===== config.mk =====
export PLATFORM = sky130hd
export DESIGN_NAME = regfile_cmd_decoder_flat
export DESIGN_NICKNAME = d
export VERILOG_FILES = /design/src/rtl/regfile_cmd_decoder_if.sv /design/src/rtl/regfile_cmd_decoder.sv /design/src/flat_wrapper.sv
export SDC_FILE = /design/constraint.sdc
export NUM_CORES = 1
export LEC_CHECK = 0
export CAP_MARGIN = 20
export CORE_MARGIN = 8
export CORE_UTILIZATION = 30
export CTS_CLUSTER_DIAMETER = 200
export DETAILED_ROUTE_END_ITERATION = 8
export MAX_ROUTING_LAYER = met4
export PLACE_DENSITY_LB_ADDON = 0.1
export SYNTH_ARGS = -nofsm -noshare
export SYNTH_HDL_FRONTEND = slang
export SYNTH_SLANG_ARGS = --single-unit

===== constraint.sdc =====
create_clock -name clk -period 2.82 [get_ports clk]
set_input_delay 0.564 -clock clk [delete_from_list [all_inputs] [get_ports clk]]
set_output_delay 0.564 -clock clk [all_outputs]
set_load 0.05 [all_outputs]

===== src/rtl/regfile_cmd_decoder_if.sv =====
// Host byte streams and register-file access bus of the command decoder.
//
// Handshake rule for both byte streams (rx and tx): the producer raises
// *_valid with *_data and keeps both stable. The consumer raises *_ready
// when it can take a byte. A byte transfers on a rising clk edge where
// valid && ready. The register-file side uses single-cycle read/write
// strobes. A read is answered by a single-cycle done pulse that carries
// read_data.
interface regfile_cmd_decoder_if;
  logic [7:0] rx_data;
  logic       rx_valid;
  logic       rx_ready;
  logic [7:0] tx_data;
  logic       tx_valid;
  logic       tx_ready;
  logic       read;
  logic       write;
  logic [7:0] address;
  logic [7:0] write_data;
  logic [7:0] read_data;
  logic       done;

  // Decoder side.
  modport slave (
    input  rx_data, rx_valid, tx_ready, read_data, done,
    output rx_ready, tx_data, tx_valid, read, write, address, write_data
  );

  // Host / register-file side.
  modport master (
    output rx_data, rx_valid, tx_ready, read_data, done,
    input  rx_ready, tx_data, tx_valid, read, write, address, write_data
  );
endinterface


===== src/rtl/regfile_cmd_decoder.sv =====
// Byte-stream command decoder driving a simple register-file bus.
// A command is opcode, start address and length (0 means 256).
// Writes consume the data bytes that follow the header. Reads return one
// response byte per register-file read. A read that gets no done within
// TIMEOUT_CYCLES returns TIMEOUT_BYTE and pulses err.
module regfile_cmd_decoder #(
  parameter int unsigned TIMEOUT_CYCLES = 16,
  parameter logic [7:0]  TIMEOUT_BYTE   = 8'hEE
) (
  input  logic                        clk,
  input  logic                        res_n,
  regfile_cmd_decoder_if.slave        bus,
  output logic                        busy,
  output logic                        err,
  output logic [2:0]                  state_dbg,
  output logic [8:0]                  cnt_dbg
);

  typedef enum logic [2:0] {
    S_IDLE  = 3'd0,
    S_ADDR  = 3'd1,
    S_LEN   = 3'd2,
    S_WDATA = 3'd3,
    S_WSTRB = 3'd4,
    S_RSTRB = 3'd5,
    S_RWAIT = 3'd6,
    S_RSEND = 3'd7
  } state_t;

  // The timeout counter runs 0 .. TIMEOUT_CYCLES-1 across the RWAIT cycles.
  localparam int TW = (TIMEOUT_CYCLES > 1) ? $clog2(TIMEOUT_CYCLES) : 1;
  localparam logic [TW-1:0] TMO_LAST = TW'(TIMEOUT_CYCLES - 1);

  state_t        state;
  state_t        state_nx;
  logic          rdy_en;      // keeps rx_ready low until the first clock after reset
  logic          is_rd;       // current command is a read
  logic          incr;        // advance address after each access
  logic [8:0]    cnt;         // accesses still to perform
  logic [TW-1:0] tmo;
  logic [7:0]    address_q;
  logic [7:0]    write_data_q;
  logic [7:0]    tx_data_q;

  logic          rx_ready_c;
  logic          rx_fire;
  logic          op_legal;
  logic          last_access;
  logic          timeout_hit;
  logic          err_c;

  assign rx_ready_c  = rdy_en && ((state == S_IDLE) || (state == S_ADDR) ||
                                  (state == S_LEN)  || (state == S_WDATA));
  assign rx_fire     = bus.rx_valid && rx_ready_c;
  assign op_legal    = (bus.rx_data[7:6] == 2'b01) || (bus.rx_data[7:6] == 2'b10);
  assign last_access = (cnt == 9'd1);
  assign timeout_hit = (state == S_RWAIT) && !bus.done && (tmo == TMO_LAST);

  assign bus.rx_ready   = rx_ready_c;
  assign bus.tx_valid   = (state == S_RSEND);
  assign bus.tx_data    = tx_data_q;
  assign bus.read       = (state == S_RSTRB);
  assign bus.write      = (state == S_WSTRB);
  assign bus.address    = address_q;
  assign bus.write_data = write_data_q;
  assign busy           = (state != S_IDLE);
  assign err            = err_c;
  assign state_dbg      = state;
  assign cnt_dbg        = cnt;

  // State register; reset returns to IDLE immediately.
  always_ff @(posedge clk or negedge res_n) begin
    if (!res_n) begin
      state <= S_IDLE;
    end else begin
      state <= state_nx;
    end
  end

  // Next-state decode and the err pulse.
  always_comb begin
    state_nx = state;
    err_c    = 1'b0;
    case (state)
      S_IDLE: begin
        if (rx_fire) begin
          if (op_legal) state_nx = S_ADDR;
          else          err_c    = 1'b1;
        end
      end
      S_ADDR: begin
        if (rx_fire) state_nx = S_LEN;
      end
      S_LEN: begin
        if (rx_fire) state_nx = is_rd ? S_RSTRB : S_WDATA;
      end
      S_WDATA: begin
        if (rx_fire) state_nx = S_WSTRB;
      end
      S_WSTRB: begin
        state_nx = last_access ? S_IDLE : S_WDATA;
      end
      S_RSTRB: begin
        state_nx = S_RWAIT;
      end
      S_RWAIT: begin
        if (bus.done) begin
          state_nx = S_RSEND;
        end else if (timeout_hit) begin
          err_c    = 1'b1;
          state_nx = S_RSEND;
        end
      end
      S_RSEND: begin
        if (bus.tx_ready) state_nx = last_access ? S_IDLE : S_RSTRB;
      end
      default: state_nx = S_IDLE;
    endcase
  end

  // Command fields, access counter, address and data registers.
  always_ff @(posedge clk or negedge res_n) begin
    if (!res_n) begin
      rdy_en       <= 1'b0;
      is_rd        <= 1'b0;
      incr         <= 1'b0;
      cnt          <= 9'd0;
      tmo          <= '0;
      address_q    <= 8'h00;
      write_data_q <= 8'h00;
      tx_data_q    <= 8'h00;
    end else begin
      rdy_en <= 1'b1;
      case (state)
        S_IDLE: begin
          if (rx_fire && op_legal) begin
            is_rd <= bus.rx_data[7];
            incr  <= bus.rx_data[0];
          end
        end
        S_ADDR: begin
          if (rx_fire) address_q <= bus.rx_data;
        end
        S_LEN: begin
          if (rx_fire) cnt <= (bus.rx_data == 8'h00) ? 9'd256 : {1'b0, bus.rx_data};
        end
        S_WDATA: begin
          if (rx_fire) write_data_q <= bus.rx_data;
        end
        S_WSTRB: begin
          cnt <= cnt - 9'd1;
          if (incr) address_q <= address_q + 8'd1;
        end
        S_RSTRB: begin
          tmo <= '0;
        end
        S_RWAIT: begin
          if (bus.done) begin
            tx_data_q <= bus.read_data;
          end else if (tmo == TMO_LAST) begin
            tx_data_q <= TIMEOUT_BYTE;
          end else begin
            tmo <= tmo + 1'b1;
          end
        end
        S_RSEND: begin
          if (bus.tx_ready) begin
            cnt <= cnt - 9'd1;
            if (incr) address_q <= address_q + 8'd1;
          end
        end
        default: ;
      endcase
    end
  end

endmodule


===== src/flat_wrapper.sv =====
// flat-port wrapper written by rule: the top's interface ports become plain ports
module regfile_cmd_decoder_flat 
#(
  parameter int unsigned TIMEOUT_CYCLES = 16,
  parameter logic [7:0]  TIMEOUT_BYTE   = 8'hEE
)
  (clk, res_n, busy, err, state_dbg, cnt_dbg, bus_rx_data, bus_rx_valid, bus_tx_ready, bus_read_data, bus_done, bus_rx_ready, bus_tx_data, bus_tx_valid, bus_read, bus_write, bus_address, bus_write_data);
  regfile_cmd_decoder_if bus_i ();
  input  logic clk;
  input  logic res_n;
  output logic busy;
  output logic err;
  output logic [2:0] state_dbg;
  output logic [8:0] cnt_dbg;
  input wire logic [$bits(bus_i.rx_data)-1:0] bus_rx_data;
  input wire logic [$bits(bus_i.rx_valid)-1:0] bus_rx_valid;
  input wire logic [$bits(bus_i.tx_ready)-1:0] bus_tx_ready;
  input wire logic [$bits(bus_i.read_data)-1:0] bus_read_data;
  input wire logic [$bits(bus_i.done)-1:0] bus_done;
  output wire logic [$bits(bus_i.rx_ready)-1:0] bus_rx_ready;
  output wire logic [$bits(bus_i.tx_data)-1:0] bus_tx_data;
  output wire logic [$bits(bus_i.tx_valid)-1:0] bus_tx_valid;
  output wire logic [$bits(bus_i.read)-1:0] bus_read;
  output wire logic [$bits(bus_i.write)-1:0] bus_write;
  output wire logic [$bits(bus_i.address)-1:0] bus_address;
  output wire logic [$bits(bus_i.write_data)-1:0] bus_write_data;
  assign bus_i.rx_data = bus_rx_data;
  assign bus_i.rx_valid = bus_rx_valid;
  assign bus_i.tx_ready = bus_tx_ready;
  assign bus_i.read_data = bus_read_data;
  assign bus_i.done = bus_done;
  assign bus_rx_ready = bus_i.rx_ready;
  assign bus_tx_data = bus_i.tx_data;
  assign bus_tx_valid = bus_i.tx_valid;
  assign bus_read = bus_i.read;
  assign bus_write = bus_i.write;
  assign bus_address = bus_i.address;
  assign bus_write_data = bus_i.write_data;
  regfile_cmd_decoder #(.TIMEOUT_CYCLES(TIMEOUT_CYCLES), .TIMEOUT_BYTE(TIMEOUT_BYTE)) u_core (.clk(clk), .res_n(res_n), .bus(bus_i), .busy(busy), .err(err), .state_dbg(state_dbg), .cnt_dbg(cnt_dbg));
endmodule

==> qor.yml, run 1 <==
status:
  status: "completed"
logic_synthesis:
  synth.net_count: 277
  synth_area_um2: 2520
  ys_warn_count: 0
  seq_area_frac_synth: 0.428
  avgSynthCellArea_um2: 10.0
  ys.flop_type: "dfrtp_1"
  async_flop_share: 1.00
  yosysUniqueCellTypes: 67
  ys_seq_elements: 43
  synth-edff-count: 0
  syn_inst: 251
clock_tree:
  clkTransAtPathRegs_ns: 0.08
  cts_resized: 0
  cts_buffers: 5
  clk_latency_ns: 0.30
  cts_tree: "yes"
  clock-root-buffer: "clkbuf_8"
  clock_sinks: 43
  clock_path_buffers: 2
  ctsHoldBuffers: 0
  cts_setup_buffers: 0
  cts-htree-levels: 2
sta:
  setup_tns_ns: 0
  fmax_mhz: 387
  rsz0062_at_grt: "no"
  layout_min_cycle_time_ns: 2.58
  hold_viol: 0
  post-route-period-util: 0.915
  slew_viol_final: 0
  worst_slack_ns: 0.239
  setup_viol: 0
  fin_skew_ns: 0.00743
  slew_headroom: 0.546
  tightestPinTransition_ns: 0.678
detailed_routing:
  avgViaCountPerCell: 5.44
  num_vias: 2306
  drt-initial-drc-count: 124
  drc: 0
  ant_nets: 0
  drtPass1Iterations: 4
  avgRoutedWirePerCell_um: 18.0
  routed_wl_um: 7630
setup_path:
  crit_fanout: 3
  arrival_ns: 2.02
  cp-start-kind: "input pin"
  worstSetupEndpointType: "primary output"
  reg2reg_to: "u_core.bus.address[7]"
  worst-setup-path-type: "input pin to primary output"
  rr_worst_depth: 4
  worst_ep_required_time_ns: 2.26
  rrSetupSlack_ns: 0.62
  crit-reg2reg-launch: "u_core.state_dbg[1]"
job:
  drv_cap: 0
power:
  powerDensity_nw_per_um2: 1450
  power_leakage_nw: 1.39
  vdd_drop_max_mv: 0.465
layout:
  num_antenna_cells: 0
  layout_common_cells: "clkdlybuf4s50_1 (56), dfrtp_1 (43), nand2_1 (17)"
  final_util: 0.415
  layout_commonest_cell: "clkdlybuf4s50_1"
  area_growth_pct: 34.9
  fin_cells: 424
  fin_nets: 344
  drive_gt1_frac: 0.157
placement:
  dp_hpwl_um: 5800
  dp_cells: 416
  pre_cts_slack_ns: 0.230
  place.gp.congestion: 0.826
  io_buffers: 62
global_route:
  grt_pass1_wl_um: 12600
  grt_pass1_vias: 2290
  grt_max_degree: 25
  antenna_found_initial: 0
  gr-total-overflow: 0
  grt_use_total: 0.139
floorplanning:
  start_util: 0.308
  die_area_um2: 11600
  core_um2: 8180
  die_h_um: 108
  ios: 63
  die_w_um: 108
  rows: 33
min_path:
  worst_hold_path_type: "input pin to async pin"
## cell usage after synthesis (3+ instances only)
| library cell | count | area, µm² |
|---|---|---|
| a21oi_1 | 13 | 65.1 |
| a22o_1 | 4 | 35.0 |
| a22oi_1 | 5 | 37.5 |
| a2bb2oi_1 | 3 | 26.3 |
| a31oi_1 | 9 | 56.3 |
| and2_1 | 3 | 18.8 |
| and3_1 | 4 | 25.0 |
| buf_2 | 5 | 25.0 |
| dfrtp_1 | 43 | 1080 |
| ha_1 | 5 | 62.6 |
| inv_1 | 11 | 41.3 |
| mux2_2 | 8 | 90.1 |
| nand2_1 | 17 | 63.8 |
| nand2b_1 | 4 | 25.0 |
| nand3_1 | 13 | 65.1 |
| nor2_1 | 10 | 37.5 |
| nor3_1 | 7 | 35.0 |
| o211a_1 | 3 | 30.0 |
| o211ai_1 | 4 | 30.0 |
| o21ai_0 | 4 | 20.0 |
| o22a_1 | 12 | 105 |
| o22ai_1 | 8 | 50.1 |
## worst max-delay path: stages
cell             delay (ns)
clkdlybuf4s50_1        0.49
inv_1                  0.05
ha_1                   0.35
o31ai_2                0.37
buf_12                 0.18
## power breakdown
group	switching (mW)	internal, mW
clock network	0.228	0.292
registers	0.336	0.900
logic	1.99	1.16
total	2.56	2.35
## flip-flops by register name, indices dropped and copies added (netlist names)
signal                 count
u_core.cnt_dbg             9
u_core.bus.address         8
u_core.bus.tx_data         8
u_core.bus.write_data      8
u_core.tmo                 4
u_core.state_dbg           3
u_core.incr                1
u_core.is_rd               1
u_core.rdy_en              1
## metrics by stage
| stage | total power, mW | hold slack [ns] | area (µm²) |
|---|---|---|---|
| global route | 5.22 | 0.252 | 3390 |
| global placement | 4.41 | 0.462 | 3270 |
| CTS | 4.95 | 0.226 | 3390 |
| detailed placement | 4.41 | 0.464 | 3270 |
| finish | 4.90 | 0.210 | 3390 |
| floorplan | 3.44 | 0.268 | 2520 |
## how the worst max path moves through the flow
stage | end | from | slack (ns) | depth (start not counted)
after global placement | err | bus_rx_data[6] | 0.23 | 5
final | err | bus_rx_data[6] | 0.24 | 5
after floorplan | err | u_core.state_dbg[2] | 0.03 | 4
after CTS | err | bus_rx_data[6] | 0.22 | 5
after detailed placement | err | bus_rx_data[6] | 0.23 | 5
after global routing | err | bus_rx_data[6] | 0.15 | 5
## cell families after synthesis
group | Yosys count | synth area share
multiplexers | 10 | 0.0457
other | 1 | 0.00149
adder cells (fa/ha/maj) | 5 | 0.0249
XOR/XNOR | 2 | 0.00995
flip-flops | 43 | 0.428
AO/OA/AOI/OAI | 86 | 0.260
buffers and inverters | 23 | 0.0457
AND/OR/NAND/NOR | 81 | 0.184
## routing by layer
layer	wire length, µm	global-route usage	part of all wire	vias up
met5	0	-	0	-
met4	30	0.0238	0.0039	0
met1	3760	0.192	0.49	1150
met2	3570	0.209	0.47	49
met3	278	0.0228	0.036	2
li1	-	-	-	1105
## layout make-up
| type | count | area, µm² |
|---|---|---|
| Clock buffer | 6 | 82.6 |
| Clock inverter | 2 | 38.8 |
| Fill cell | 833 | 4780 |
| Inverter | 11 | 41.3 |
| Multi-Input combinational cell | 185 | 1330 |
| Sequential cell | 43 | 1080 |
| Tap cell | 105 | 131 |
| Timing Repair Buffer | 72 | 691 |
No activity file was read; power rests on OpenSTA's default activity.
==> run 2, diff against run 1 <==
--- a/config.mk
+++ b/config.mk
@@ -8,7 +8,7 @@
 export CAP_MARGIN = 20
 export CORE_MARGIN = 8
 export CORE_UTILIZATION = 30
-export CTS_CLUSTER_DIAMETER = 200
+export CTS_CLUSTER_DIAMETER = 50
 export DETAILED_ROUTE_END_ITERATION = 8
 export MAX_ROUTING_LAYER = met4
 export PLACE_DENSITY_LB_ADDON = 0.1
==> results of run 2 <==
Same layout as run 1: the final DEF is identical, and so are final timing and power.
